[src/rtl/div_pkg.sv]
// Shared types and constants for the restoring divider.
package div_pkg;

    typedef enum logic [1:0] {
        IDLE = 2'd0,
        CALC = 2'd1,
        DONE = 2'd2
    } div_state_e;

    localparam int DIV_WIDTH_DEF = 5;

    // Wide enough for any practical WIDTH; users slice off the low WIDTH bits.
    localparam logic [63:0] DBZ_QUOTIENT = '1;

endpackage

[src/rtl/div_trial_sub.sv]
// WIDTH+1-bit trial subtractor: part_rem - divisor as a ripple of full adders
// (divisor inverted, carry-in 1); borrow is the inverted final carry.
module div_trial_sub #(
    parameter int WIDTH = 5
) (
    input  logic [WIDTH:0]   part_rem,
    input  logic [WIDTH-1:0] divisor,
    output logic [WIDTH:0]   diff,
    output logic             borrow
);

    logic [WIDTH:0] b_inv;
    logic [WIDTH+1:0] carry;

    assign b_inv    = ~{1'b0, divisor};
    assign carry[0] = 1'b1;

    for (genvar i = 0; i <= WIDTH; i++) begin : g_fa
        assign diff[i]    = part_rem[i] ^ b_inv[i] ^ carry[i];
        assign carry[i+1] = (part_rem[i] & b_inv[i]) | (carry[i] & (part_rem[i] ^ b_inv[i]));
    end

    assign borrow = ~carry[WIDTH+1];

endmodule

[src/rtl/restoring_divider.sv]
// Multi-cycle restoring divider, one quotient bit per cycle, valid/ready on both sides.
// Define DIVIDER_SIGNED_EN for two's-complement operands (truncating division).
module restoring_divider
    import div_pkg::*;
#(
    parameter int WIDTH = DIV_WIDTH_DEF
) (
    input  logic             clk,
    input  logic             rst,
    input  logic             in_valid,
    output logic             in_ready,
    input  logic [WIDTH-1:0] dividend,
    input  logic [WIDTH-1:0] divisor,
    output logic             out_valid,
    input  logic             out_ready,
    output logic [WIDTH-1:0] quotient,
    output logic [WIDTH-1:0] remainder,
    output logic             div_by_zero
);

    localparam int CNT_W = $clog2(WIDTH + 1);
    localparam logic [CNT_W-1:0] LAST_STEP = CNT_W'(WIDTH - 1);

`ifdef DIVIDER_SIGNED_EN
    function automatic logic [WIDTH-1:0] mag_of(input logic [WIDTH-1:0] v);
        return v[WIDTH-1] ? (~v + 1'b1) : v;
    endfunction

    function automatic logic [WIDTH-1:0] apply_sign(input logic [WIDTH-1:0] v, input logic neg);
        return neg ? (~v + 1'b1) : v;
    endfunction
`endif

    div_state_e       state_q, state_d;
    logic [CNT_W-1:0] cnt_q, cnt_d;
    logic [WIDTH-1:0] prem_q, prem_d;
    logic [WIDTH-1:0] qsh_q, qsh_d;
    logic [WIDTH-1:0] dvs_q, dvs_d;
    logic             q_neg_q, q_neg_d;
    logic             r_neg_q, r_neg_d;
    logic [WIDTH-1:0] quotient_q, quotient_d;
    logic [WIDTH-1:0] remainder_q, remainder_d;
    logic             dbz_q, dbz_d;
    logic             in_ready_q, in_ready_d;
    logic             out_valid_q, out_valid_d;

    // qsh_q shifts dividend bits out at the top while quotient bits enter at the bottom.
    logic [WIDTH:0]   shifted;
    logic [WIDTH:0]   diff;
    logic             borrow;
    logic [WIDTH-1:0] step_rem;
    logic [WIDTH-1:0] step_quo;
    logic             unused_diff_msb;

    assign shifted = {prem_q, qsh_q[WIDTH-1]};

    div_trial_sub #(.WIDTH(WIDTH)) u_trial_sub (
        .part_rem (shifted),
        .divisor  (dvs_q),
        .diff     (diff),
        .borrow   (borrow)
    );

    assign unused_diff_msb = diff[WIDTH];
    assign step_rem = borrow ? shifted[WIDTH-1:0] : diff[WIDTH-1:0];
    assign step_quo = {qsh_q[WIDTH-2:0], ~borrow};

    always_comb begin
        state_d     = state_q;
        cnt_d       = cnt_q;
        prem_d      = prem_q;
        qsh_d       = qsh_q;
        dvs_d       = dvs_q;
        q_neg_d     = q_neg_q;
        r_neg_d     = r_neg_q;
        quotient_d  = quotient_q;
        remainder_d = remainder_q;
        dbz_d       = dbz_q;
        in_ready_d  = in_ready_q;
        out_valid_d = out_valid_q;

        case (state_q)
            IDLE: begin
                if (in_valid) begin
                    in_ready_d = 1'b0;
                    if (divisor == '0) begin
                        quotient_d  = DBZ_QUOTIENT[WIDTH-1:0];
                        remainder_d = dividend;
                        dbz_d       = 1'b1;
                        out_valid_d = 1'b1;
                        state_d     = DONE;
                    end else begin
`ifdef DIVIDER_SIGNED_EN
                        dvs_d   = mag_of(divisor);
                        qsh_d   = mag_of(dividend);
                        q_neg_d = dividend[WIDTH-1] ^ divisor[WIDTH-1];
                        r_neg_d = dividend[WIDTH-1];
`else
                        dvs_d   = divisor;
                        qsh_d   = dividend;
                        q_neg_d = 1'b0;
                        r_neg_d = 1'b0;
`endif
                        prem_d  = '0;
                        cnt_d   = '0;
                        state_d = CALC;
                    end
                end
            end
            CALC: begin
                prem_d = step_rem;
                qsh_d  = step_quo;
                if (cnt_q == LAST_STEP) begin
`ifdef DIVIDER_SIGNED_EN
                    quotient_d  = apply_sign(step_quo, q_neg_q);
                    remainder_d = apply_sign(step_rem, r_neg_q);
`else
                    quotient_d  = step_quo;
                    remainder_d = step_rem;
`endif
                    dbz_d       = 1'b0;
                    out_valid_d = 1'b1;
                    state_d     = DONE;
                end else begin
                    cnt_d = cnt_q + CNT_W'(1);
                end
            end
            DONE: begin
                if (out_ready) begin
                    out_valid_d = 1'b0;
                    in_ready_d  = 1'b1;
                    state_d     = IDLE;
                end
            end
            default: begin
                out_valid_d = 1'b0;
                in_ready_d  = 1'b1;
                state_d     = IDLE;
            end
        endcase
    end

    always_ff @(posedge clk) begin
        if (rst) begin
            state_q     <= IDLE;
            cnt_q       <= '0;
            prem_q      <= '0;
            qsh_q       <= '0;
            dvs_q       <= '0;
            q_neg_q     <= 1'b0;
            r_neg_q     <= 1'b0;
            quotient_q  <= '0;
            remainder_q <= '0;
            dbz_q       <= 1'b0;
            in_ready_q  <= 1'b1;
            out_valid_q <= 1'b0;
        end else begin
            state_q     <= state_d;
            cnt_q       <= cnt_d;
            prem_q      <= prem_d;
            qsh_q       <= qsh_d;
            dvs_q       <= dvs_d;
            q_neg_q     <= q_neg_d;
            r_neg_q     <= r_neg_d;
            quotient_q  <= quotient_d;
            remainder_q <= remainder_d;
            dbz_q       <= dbz_d;
            in_ready_q  <= in_ready_d;
            out_valid_q <= out_valid_d;
        end
    end

    assign in_ready    = in_ready_q;
    assign out_valid   = out_valid_q;
    assign quotient    = quotient_q;
    assign remainder   = remainder_q;
    assign div_by_zero = dbz_q;

endmodule

[config.mk]
export PLATFORM = sky130hd
export DESIGN_NAME = restoring_divider
export DESIGN_NICKNAME = d
export VERILOG_FILES = /design/src/rtl/div_pkg.sv /design/src/rtl/div_trial_sub.sv /design/src/rtl/restoring_divider.sv
export SDC_FILE = /design/constraint.sdc
export NUM_CORES = 1
export LEC_CHECK = 0
export CELL_PAD_IN_SITES_DETAIL_PLACEMENT = 0
export CELL_PAD_IN_SITES_GLOBAL_PLACEMENT = 1
export CORE_MARGIN = 1.5
export CORE_UTILIZATION = 35
export CTS_CLUSTER_SIZE = 40
export DETAILED_ROUTE_END_ITERATION = 10
export HOLD_SLACK_MARGIN = 0.12
export PLACE_DENSITY_LB_ADDON = 0.1
export RECOVER_POWER = 100
export SYNTH_ARGS = -nofsm -noshare
export SYNTH_HDL_FRONTEND = slang
export SYNTH_HIERARCHICAL = 1
export SYNTH_SLANG_ARGS = --single-unit
[constraint.sdc]
create_clock -name clk -period 4 [get_ports clk]
set_clock_uncertainty 0.2 [all_clocks]
set_input_delay 1.2 -clock clk [delete_from_list [all_inputs] [get_ports clk]]
set_output_delay 1.2 -clock clk [all_outputs]
set_load 0.05 [all_outputs]
**Word level (Yosys, flattened, before mapping)**

Cells that the tools add are included.

- Register bits: 33
- Input bits: 14
- Output and inout bits: 13
- Logic and storage cells: 95

- $add $sub $neg: 1
- Eq/ne operators: 9
- Multiplexer cells: 34
- Bitwise logic cells: 31
- Reductions and logical operators: 10

Operators with widths:

| cell | number |
|---|---|
| $mux 5 | 11 |
| $pmux 5 s2 | 4 |
| $ne 2x2->1 const B | 6 |
| $reduce_and 3->1 | 4 |
| $reduce_and 4->1 | 3 |
| $and 1x1->1 | 11 |
| $xor 1x1->1 | 10 |
| $mux 3 | 3 |
| $mux 2 | 4 |
| $mux 1 | 7 |
| $not 5->6 | 1 |
| $or 1x1->1 | 6 |
| $pmux 1 s3 | 2 |
| $pmux 2 s3 | 1 |
| $pmux 3 s2 | 1 |
| $logic_not 5->1 | 1 |
| $add 3x1->3 const B | 1 |
| $eq 3x3->1 const B | 1 |
| $not 1->1 | 3 |
| $eq 2x1->1 const B | 1 |
| $eq 2x2->1 const B | 1 |
| $logic_not 2->1 | 1 |
| $pmux 1 s2 | 1 |
| $reduce_bool 2->1 | 1 |

**Longest topological paths before layout**

Gate-level depths: netlist of the first run.

- Depth after elaboration: 16
- Mapped depth: 16

**By module**

Netlist of the first run, hierarchy kept.

Modules (own cells, without submodules):

| module | times used | cells each | area each (µm²) | seq. area each (µm²) |
|---|---|---|---|---|
| restoring_divider | 1 | 188 | 1556.5 | 660.6 |
| div_trial_sub | 1 | 20 | 157.7 | 0.0 |

**Worst setup path after synthesis of the first run**

No wires, ideal clock.

- Path kind: flip-flop to flip-flop
- From: register qsh_q[4]
- To: register remainder_q[4], in the netlist remainder[4]
- Setup time: 0.132 ns
- Data arrival time: 2.660 ns
- Data required time: 3.668 ns
- Slack: 1.007 ns
- Stages on the path, launching flop included: 17
- Clock period less this slack: 2.993 ns
- Cells stage by stage: dfxtp_1 -> inv_1 -> ha_1 -> inv_1 -> fa_1 -> inv_1 -> fa_1 -> fa_1 -> inv_1 -> fa_1 -> inv_1 -> ha_1 -> buf_1 -> mux2i_1 -> nor2_1 -> o22ai_1 -> a21oi_1

- Cells in the longest elaborated chain, start to end: 15
- Elaborated cells on any way between the ends: 17
- Those cells by class: 3 x mux; 14 x bitwise

Ends and longest elaborated chain:

| item | line | source |
|---|---|---|
| start: declaration | restoring_divider.sv:37 | `logic [WIDTH-1:0] qsh_q, qsh_d;` |
| start signal: assignment | restoring_divider.sv:161 | `qsh_q <= qsh_d;` |
| $and 1x1->1 / $xor 1x1->1 (equally long branches) | div_trial_sub.sv:20 | `assign carry[i+1] = (part_rem[i] & b_inv[i]) \| (carry[i] & (part_rem[i] ^ b_inv[i]));` |
| $or 1x1->1 (*) | div_trial_sub.sv:20 |  |
| $and 1x1->1 (*) | div_trial_sub.sv:20 |  |
| $or 1x1->1 (*) | div_trial_sub.sv:20 |  |
| $and 1x1->1 (*) | div_trial_sub.sv:20 |  |
| $or 1x1->1 (*) | div_trial_sub.sv:20 |  |
| $and 1x1->1 (*) | div_trial_sub.sv:20 |  |
| $or 1x1->1 (*) | div_trial_sub.sv:20 |  |
| $and 1x1->1 | div_trial_sub.sv:20 |  |
| $or 1x1->1 | div_trial_sub.sv:20 |  |
| $and 1x1->1 | div_trial_sub.sv:20 |  |
| $or 1x1->1 | div_trial_sub.sv:20 |  |
| $mux 5 (*) | restoring_divider.sv:65 | `assign step_rem = borrow ? shifted[WIDTH-1:0] : diff[WIDTH-1:0];` |
| $mux 5 (*) | restoring_divider.sv:113 | `if (cnt_q == LAST_STEP) begin` |
| $pmux 5 s2 (*) | restoring_divider.sv:82 | `case (state_q)` |
| end signal: assignment | restoring_divider.sv:166 | `remainder_q <= remainder_d;` |
| end: declaration | restoring_divider.sv:42 | `logic [WIDTH-1:0] remainder_q, remainder_d;` |

Mark *: on every way between the ends. The rest lies on a longest branch, timed or not. The select of a mux whose other input is x is not followed.
A chain may end at the register's enable or synchronous reset.

**Worst setup path in the final report of the first run**

Ends and elaborated chain as after synthesis.

==> results of run 1 <==
## routing by layer
layer | vias to the layer above | global-route usage
met2 | 22 | 0.277
met3 | 2 | 0.0373
met4 | 0 | 0.0377
met1 | 713 | 0.228
met5 | - | 0
li1 | 753 | -
## critical path, cell delays in order, from the launching register on
cell	delay, ns
dfxtp_1	0.33
inv_1	0.06
ha_1	0.13
inv_1	0.05
fa_1	0.38
inv_1	0.08
fa_1	0.19
fa_1	0.17
inv_1	0.05
fa_1	0.35
inv_1	0.06
ha_1	0.37
mux2i_1	0.23
nor2_1	0.07
o22ai_1	0.19
a21oi_1	0.09
## layout make-up
| cell class | instances | area, um^2 | share of cell area |
|---|---|---|---|
| clock buffers | 7 | 86.3 | 0.0413 |
| inverters | 16 | 60.1 | 0.0287 |
| multi-input cells | 145 | 927 | 0.444 |
| flip-flops and latches | 33 | 661 | 0.316 |
| well taps | 67 | 83.8 | 0.0401 |
| repair buffers | 28 | 272 | 0.130 |
## cells in the final DEF (no fill, tap or decap), drive strengths merged
| cell type | count |
|---|---|
| a21o | 1 |
| ha | 4 |
| o21ba | 1 |
| inv | 16 |
| nor4 | 2 |
| nor2b | 2 |
| nor2 | 26 |
| o31a | 2 |
| clkdlybuf4s50 | 12 |
| nand2 | 23 |
| a211oi | 7 |
| nor3 | 11 |
| nor3b | 2 |
| buf | 1 |
| o21a | 1 |
| o21ai | 3 |
| o31ai | 1 |
| mux2i | 5 |
| nand2b | 2 |
| and2 | 5 |
| clkbuf | 8 |
| dfxtp | 33 |
| and3 | 2 |
| o21bai | 1 |
| fa | 4 |
| a21oi | 22 |
| o22ai | 5 |
| dlygate4sd3 | 14 |
| nand3 | 7 |
| a311oi | 5 |
| or4 | 1 |
## worst paths after layout
path,slack (ns),endpoint,cells past startpoint,startpoint
hold reg to reg,0.26,dvs_q[1],2,dvs_q[1]
setup / recovery,0.80,remainder[4],15,qsh_q[4]
hold / removal,0.26,dvs_q[1],2,dvs_q[1]
setup reg to reg,0.80,remainder[4],15,qsh_q[4]
## where the power goes
| part | leakage [uW] | switching, uW | internal (uW) |
|---|---|---|---|
| registers | 0.000269 | 17.1 | 346 |
| logic | 0.000510 | 89.4 | 66.7 |
| clock network | 0.0000443 | 112 | 136 |
## flip-flops by register name, summed over array words and instances (netlist names)
register and flops:
out_valid 1, quotient 5, prem_q 5, remainder 5
state_q 2, in_ready 1, dvs_q 5, qsh_q 5
cnt_q 3, div_by_zero 1
## per-stage QoR
| step | setup WS [ns] | hold WS [ns] | instance area [um^2] |
|---|---|---|---|
| 3_5_place_dp | 0.735 | 0.257 | 2010 |
| 4_1_cts | 0.788 | 0.266 | 2090 |
| 6_report | 0.803 | 0.259 | 2090 |
| 3_3_place_gp | 0.756 | 0.248 | 2010 |
| 5_1_grt | 0.534 | 0.288 | 2090 |
| 2_1_floorplan | 1.01 | 0.236 | 1710 |
==> impl_results.md, run 1 <==
- Vias in the first global route: 1497
- First-pass detailed-route iteration total: 4
- Clk sinks: 33
- Post-DRT Antenna Nets: 0
- Worst setup SP type: flip-flop
- Vias per inst: 5.03
- Crit path time final: 3.20 ns
- Slew Viols, Final: 34
- CTS Buf Count: 5
- Largest net degree at the start of global routing: 34
- Core box area: 4720 um^2
- Total Power: 768 uW
- Share of cells above drive strength 1: 0.0699
- Wire length on met3: 111 um
- Rows: 25
- Total Die Area: 5320 um^2
- Synth-to-Final Area Change: 22.2%
- First DRT Iteration DRCs: 113
- H-tree levels: 2
- Synthesized area: 1710 um^2
- RSZ-0062 raised after global routing: false
- Non-filler instance count after layout: 296
- Final Hold Violating Endpoints: 0
- CTS clk-pin slew, worst paths: 0.07 ns
- Fmax: 0.313 GHz
- Clk buf depth: 2
- First-pass GRT wire length: 7000 um
- Remaining DRCs: 0
- Gpl congestion: 0.758
- Die Y: 72.9 um
- Filler cell count: 481
- Setup TNS Final: 0 ns
- Grt ovf: 0
- Max_slew headroom: -0.0865
- Avg Inst Size Synth: 8.26 um^2
- Status: finished, violations left
- Setup-failing EPs final: 0
- Port Buffer Count: 26
- Hold_buf cts: 0
- Maximum VDD drop: 262 uV
- Max cap viols: 1
- Syn nets: 229
- Post-Route WL: 4030 um
- I/O pins: 27
- Worst-margin pin slew: 1.63 ns
- Avg WL per Cell: 13.6 um
- Violated checks: capacitance limit, slew limit
- Tcrit/Tclk final: 0.799
- Post-CTS Setup Bufs: 0
- Root buffer cell: clkbuf_8
- Nets: 251
- Pwr Density: 368 nW/um^2
- Worst endpoint required time: 3.88 ns
- WS Path Type: flip-flop to flip-flop
- CP endpoint kind: flip-flop
- Highest Signal Layer: met4
- Mapped Cells: 207
- Via count: 1490
- Hold Crit Class: flip-flop to flip-flop
- Diodes inserted: 0
- Crit path DAT: 3.08 ns
- Met2 routed WL: 1920 um
- GRT Util Overall: 0.169
- Syn. warnings: 6
- Max FO, Critical Path: 7
- Initial antenna violation count: 0
- Cell count after placement: 289
- Pleak: 0.000823 uW
- Initial Util: 0.362
- CTS tree: built
- Hpwl dp: 2880 um
- Metal-1 WL: 1980 um
- Chip width: 72.9 um
- Resized cells post-CTS: 0
- Clk_lat worst skew: 0.28 ns
- Final core occ: 0.442
No activity file was read; power rests on OpenSTA's default activity.
==> inputs of run 2 (changes only) <==
- clock period: 4 -> 2.79 ns (I/O delays scaled with it)
==> impl_results.md, run 2 (same netlist as run 1, synthesis figures left out) <==
- Met2 routed WL: 1950 um (+1.7%)
- Final core occ: 0.485 (+0.0424)
- Tcrit/Tclk final: 1.01 (+0.211)
- Pleak: 0.000916 uW (+11%)
- Chip width: 72.9 um (unchanged)
- WS Path Type: flip-flop to flip-flop
- CP Capture Point: remainder[3]
- Total Die Area: 5320 um^2 (unchanged)
- Crit path time final: 2.82 ns (-0.378 ns)
- Pwr Density: 520 nW/um^2 (+41%)
- Max FO, Critical Path: 6 (-1)
- Worst-margin pin slew: 0.557 ns (-1.07 ns)
- Gpl congestion: 0.796 (+5.0%)
- Clk buf depth: 2 (unchanged)
- Violated checks: setup timing
- Vias in the first global route: 1515 (+1.2%)
- Synth-to-Final Area Change: 33.9%
- GRT Util Overall: 0.172 (+0.00337)
- Diodes inserted: 0 (unchanged)
- Filler cell count: 461 (-4.2%)
- Final Hold Violating Endpoints: 0 (unchanged)
- Metal-1 WL: 2060 um (+4.0%)
- Hpwl dp: 3030 um (+5.3%)
- Total Power: 1190 uW (+55%)
- Root buffer cell: clkbuf_8
- Die Y: 72.9 um (unchanged)
- Hold_sp: dvs_q[4]
- Remaining DRCs: 0 (unchanged)
- Clk sinks: 33 (unchanged)
- Slew Viols, Final: 0 (-100%)
- Worst setup path start: qsh_q[4]
- I/O pins: 27 (unchanged)
- Reg2reg path depth: 15 (unchanged)
- Wire length on met3: 134 um (+21%)
- CTS Buf Count: 5 (unchanged)
- CTS clk-pin slew, worst paths: 0.07 ns (about the same)
- Max_slew headroom: 0.629 (+0.715)
- RSZ-0062 raised after global routing: true
- H-tree levels: 2 (unchanged)
- Cell count after placement: 306 (+5.9%)
- Non-filler instance count after layout: 316 (+6.8%)
- Share of cells above drive strength 1: 0.193 (+0.123)
- Via count: 1555 (+4.4%)
- Post-Route WL: 4180 um (+3.9%)
- Reg2reg start: qsh_q[4]
- Setup TNS Final: -0.0362 ns (-0.0362 ns)
- First DRT Iteration DRCs: 108 (-4.4%)
- Reg2reg end: remainder[3]
- Worst setup SP type: flip-flop
- Status: finished, violations left
- Initial Util: 0.362 (unchanged)
- First-pass GRT wire length: 7070 um (+0.99%)
- Rows: 25 (unchanged)
- Commonest non-fill, non-tap cells in the layout: 31 x dfxtp_1, 26 x nor2_1, 23 x nand2_1, 21 x a21oi_1, 16 x buf_4
- Largest net degree at the start of global routing: 34 (unchanged)
- Commonest non-fill, non-tap cell in the layout: dfxtp_1
- Max cap viols: 0 (-1)
- Worst endpoint required time: 2.80 ns (-1.08 ns)
- Initial antenna violation count: 0 (unchanged)
- Crit path DAT: 2.83 ns (-0.25 ns)
- Vias per inst: 4.92 (-2.2%)
- Core box area: 4720 um^2 (unchanged)
- Highest Signal Layer: met4
- Setup ws final: -0.0283 ns (-0.832 ns)
- Avg WL per Cell: 13.2 um (-2.7%)
- Fmax: 0.355 GHz (+13%)
- Post-DRT Antenna Nets: 0 (unchanged)
- Finished Cell Area: 2290 um^2 (+9.6%)
- Setup-failing EPs final: 2 (+2)
- First-pass detailed-route iteration total: 4 (unchanged)
- Port Buffer Count: 26 (unchanged)
- Dpl cell area: 2150 um^2 (+7.1%)
- Maximum VDD drop: 274 uV (+4.6%)
- R2r setup slk: -0.03 ns (-0.83 ns)
- Hold Crit Class: flip-flop to flip-flop
- Nets: 270 (+7.6%)
- CP endpoint kind: flip-flop
- Grt ovf: 0 (unchanged)
- Hold_buf cts: 0 (unchanged)
- Clk_lat worst skew: 0.28 ns (about the same)
- CTS tree: built
## run 2: cell types whose count changed in the layout (fill, tap and decap cells not counted), sizes merged
| cell | change |
|---|---|
| dlygate4sd3 | +1 |
| clkinv | +1 |
| clkbuf | +3 |
| buf | +16 |
| clkdlybuf4s50 | -1 |
## run 2: how the worst min path moves through the flow
stage | endpoint | slack [ns] | cells past startpoint
after global placement | dvs_q[1] | 0.25 | 2
after floorplan | dvs_q[1] | 0.24 | 2
after detailed placement | dvs_q[4] | 0.26 | 2
final | dvs_q[4] | 0.26 | 2
after global routing | dvs_q[4] | 0.29 | 2
after CTS | dvs_q[1] | 0.27 | 2
## run 2: area by class of cell
| class | instances | area, um^2 | area share |
|---|---|---|---|
| multi-input cells | 145 | 962 | 0.420 |
| flip-flops and latches | 33 | 663 | 0.290 |
| repair buffers | 47 | 419 | 0.183 |
| clock buffers | 7 | 96.3 | 0.0421 |
| well taps | 67 | 83.8 | 0.0366 |
| inverters | 16 | 60.1 | 0.0262 |
| clock inverters | 1 | 5.00 | 0.00219 |
## run 2: power breakdown
| part | total (uW) | leakage (uW) | internal [uW] | switching, uW |
|---|---|---|---|---|
| Combinational | 276 | 0.000592 | 128 | 148 |
| Clock | 398 | 0.0000542 | 223 | 175 |
| Sequential | 517 | 0.000270 | 497 | 20.0 |
| Total | 1190 | 0.000916 | 848 | 343 |
## run 2: routing by layer
layer | up-vias | global-route usage
li1 | 794 | -
met3 | 5 | 0.0373
met2 | 28 | 0.275
met1 | 728 | 0.234
met4 | 0 | 0.0503
met5 | - | 0
## run 2: metrics by stage
step / setup WS, ns / hold slack (ns)
4_1_cts: -0.0281 / 0.266
6_report: -0.0283 / 0.256
3_3_place_gp: -0.171 / 0.253
2_1_floorplan: 0.00246 / 0.236
3_5_place_dp: -0.275 / 0.255
5_1_grt: -0.140 / 0.288
## run 2: critical path, cell delays in order (launching register included)
cell	delay, ns
dfxtp_2	0.34
inv_2	0.04
ha_4	0.14
inv_2	0.05
fa_2	0.19
inv_2	0.04
fa_2	0.36
fa_2	0.35
inv_2	0.06
fa_2	0.18
inv_2	0.04
ha_4	0.18
mux2i_1	0.12
nor2_1	0.20
o22ai_1	0.11
a21oi_1	0.13
## run 2: timing repair
item | in CTS | in global routing
pin swaps | 7 | 9
buffers inserted | 1 | 1
endpoints found under the setup margin | 12 | 11
resized for setup | 14 | 2
==> inputs of run 3 (changes only) <==
- SYNTH_HIERARCHICAL: 1 -> unset
==> impl_results.md, run 3 <==
- Hpwl dp: 2690 um (-11%)
- Chip width: 71.5 um (-1.9%)
- First-pass detailed-route iteration total: 6 (+2)
- R2r setup slk: 0.04 ns (+0.07 ns)
- Hold_buf cts: 0 (unchanged)
- Core box area: 4440 um^2 (-5.9%)
- FFs w/ async S/R, synth: 0
- Worst setup SP type: flip-flop
- CTS tree: built
- Initial Util: 0.370 (+0.00753)
- Final Hold Violating Endpoints: 0 (unchanged)
- Ys flop type: dfxtp_1
- Grt ovf: 0 (unchanged)
- Max_slew headroom: 0.510 (-0.119)
- Post-CTS Setup Bufs: 0 (-1)
- Commonest cells post-synth: 36 x nor2_1, 33 x dfxtp_1, 15 x nand2_1
- H-tree levels: 2 (unchanged)
- Clk sinks: 33 (unchanged)
- Top post-synthesis cells by area: dfxtp_1 40%, nor2_1 8.2%, a211oi_2 6.9%
- Clk buf depth: 2 (unchanged)
- Remaining DRCs: 0 (unchanged)
- Synthesized area: 1640 um^2 (-4.0%)
- Post-Route WL: 3890 um (-6.9%)
- Crit path time final: 2.75 ns (-0.0687 ns)
- Reg2reg path depth: 13 (-2)
- Clk_lat worst skew: 0.28 ns (about the same)
- First DRT Iteration DRCs: 65 (-40%)
- WS Path Type: flip-flop to flip-flop
- CP Capture Point: remainder[3]
- GRT Util Overall: 0.161 (-0.0109)
- Pwr Density: 531 nW/um^2 (+2.0%)
- CTS Buf Count: 5 (unchanged)
- Count leader, synth: nor2_1
- Die Y: 71.5 um (-1.9%)
- Synthesized flop and latch total: 33
- Syn. warnings: 0 (-6)
- Initial antenna violation count: 0 (unchanged)
- CP endpoint kind: flip-flop
- Gpl congestion: 0.763 (-4.1%)
- Rows: 24 (-4.0%)
- Reg2reg start: qsh_q[4]
- Fmax: 0.364 GHz (+2.5%)
- Post-DRT Antenna Nets: 0 (unchanged)
- Post-synth EDFFs: 0
- Via count: 1415 (-9.0%)
- Vias per inst: 5.24 (+6.5%)
- Commonest non-fill, non-tap cells in the layout: 36 x nor2_1, 31 x dfxtp_1, 21 x clkdlybuf4s50_1, 13 x a21oi_1, 13 x nand2_1
- Port Buffer Count: 26 (unchanged)
- Crit path DAT: 2.75 ns (-0.08 ns)
- Avg Inst Size Synth: 8.98 um^2 (+8.6%)
- Filler cell count: 436 (-5.4%)
- I/O pins: 27 (unchanged)
- Seq/Total Area, Yosys: 0.402
- Total Die Area: 5110 um^2 (-3.8%)
- Synth-to-Final Area Change: 31.8%
- Vias in the first global route: 1411 (-6.9%)
- Maximum VDD drop: 257 uV (-6.4%)
- Reg2reg end: remainder[3]
- Worst setup path start: qsh_q[4]
- Nets: 239 (-11%)
- Slew Viols, Final: 0 (unchanged)
- Mapped Cells: 183 (-12%)
- Status: finished, final reports clean
- Root buffer cell: clkbuf_8
- Yosys cell types: 39
- Max cap viols: 0 (unchanged)
- RSZ-0062 raised after global routing: true
- Max FO, Critical Path: 4 (-2)
- Pleak: 0.000790 uW (-14%)
- CTS clk-pin slew, worst paths: 0.06 ns (about the same)
- First-pass GRT wire length: 6470 um (-8.5%)
- Commonest non-fill, non-tap cell in the layout: nor2_1
- Share of cells above drive strength 1: 0.234 (+0.0412)
- Total Power: 1150 uW (-3.6%)
- Largest net degree at the start of global routing: 34 (unchanged)
- Diodes inserted: 0 (unchanged)
- Setup-failing EPs final: 0 (-2)
- Syn nets: 204 (-11%)
- Top cell type's share of synthesized area: 0.402
- Worst-margin pin slew: 0.734 ns (+0.177 ns)
- Tcrit/Tclk final: 0.986 (-0.0246)
- Setup TNS Final: 0 ns (+0.0362 ns)
- Avg WL per Cell: 14.4 um (+8.9%)
- Largest area contributor in the netlist: dfxtp_1
- Hold Crit Class: flip-flop to flip-flop
- Worst endpoint required time: 2.79 ns (about the same)
-- run 3: metrics by stage --
stage / hold slack (ns) / instances / setup slack (ns) / util / cell area (um^2)
3_5_place_dp: 0.269 / 263 / -0.151 / 0.454 / 2020
5_1_grt: 0.297 / 270 / -0.0769 / 0.487 / 2160
2_1_floorplan: 0.245 / 183 / 0.0392 / - / 1640
6_report: 0.278 / 270 / 0.0404 / 0.487 / 2160
3_3_place_gp: 0.266 / 263 / -0.0628 / 0.454 / 2020
4_1_cts: 0.277 / 270 / -0.0302 / 0.490 / 2180
-- run 3: worst min-delay path by stage --
stage / from / to / slack, ns / depth (start not counted)
3_5_place_dp: qsh_q[0] / qsh_q[0] / 0.27 / 2
3_3_place_gp: div_by_zero / div_by_zero / 0.27 / 2
5_1_grt: qsh_q[0] / qsh_q[0] / 0.30 / 2
6_report: qsh_q[0] / qsh_q[0] / 0.28 / 2
2_1_floorplan: qsh_q[0] / qsh_q[0] / 0.25 / 2
4_1_cts: qsh_q[0] / qsh_q[0] / 0.28 / 2
-- run 3: metal layers --
metal / vias up / GRT usage / wire [um]
met3: 5 / 0.0380 / 141
met2: 28 / 0.270 / 1880
met1: 677 / 0.205 / 1830
met4: 0 / 0.0566 / 46
li1: 705 / - / -
met5: - / 0 / 0
-- run 3: final cells by class --
class	count	area (um^2)	area share
inverters	9	33.8	0.0156
well taps	52	65.1	0.0301
multi-input cells	130	957	0.442
clock buffers	7	86.3	0.0399
repair buffers	39	359	0.166
flip-flops and latches	33	663	0.306
-- run 3: kinds of logic after synthesis --
logic type	share of synthesized area
flip-flops	0.402
AND/OR/NAND/NOR	0.210
adder cells (fa/ha/maj)	0.0716
multiplexers	0.0442
AO/OA/AOI/OAI	0.216
buffers and inverters	0.0564
-- run 3: worst max-delay path: stages, from the launching register on --
cell and delay (ns):
dfxtp_2 0.33, inv_2 0.04, ha_4 0.14, inv_2 0.05, fa_2 0.20, fa_2 0.19, inv_2 0.04, fa_2 0.38
fa_2 0.39, nor3b_2 0.18, a211oi_2 0.15, buf_4 0.16, a21oi_2 0.04, a211oi_2 0.18
-- run 3: report_power, final --
group | leakage, uW | switching, uW | total, uW | internal (uW)
clock network | 0.0000443 | 164 | 360 | 196
logic | 0.000476 | 139 | 267 | 127
registers | 0.000270 | 25.0 | 522 | 497
total | 0.000790 | 329 | 1150 | 820
-- run 3: timing repair --
item                       in CTS  in global routing
setup endpoints to repair      11                 11
pin swaps                      11                  3
resized for setup              22                  1
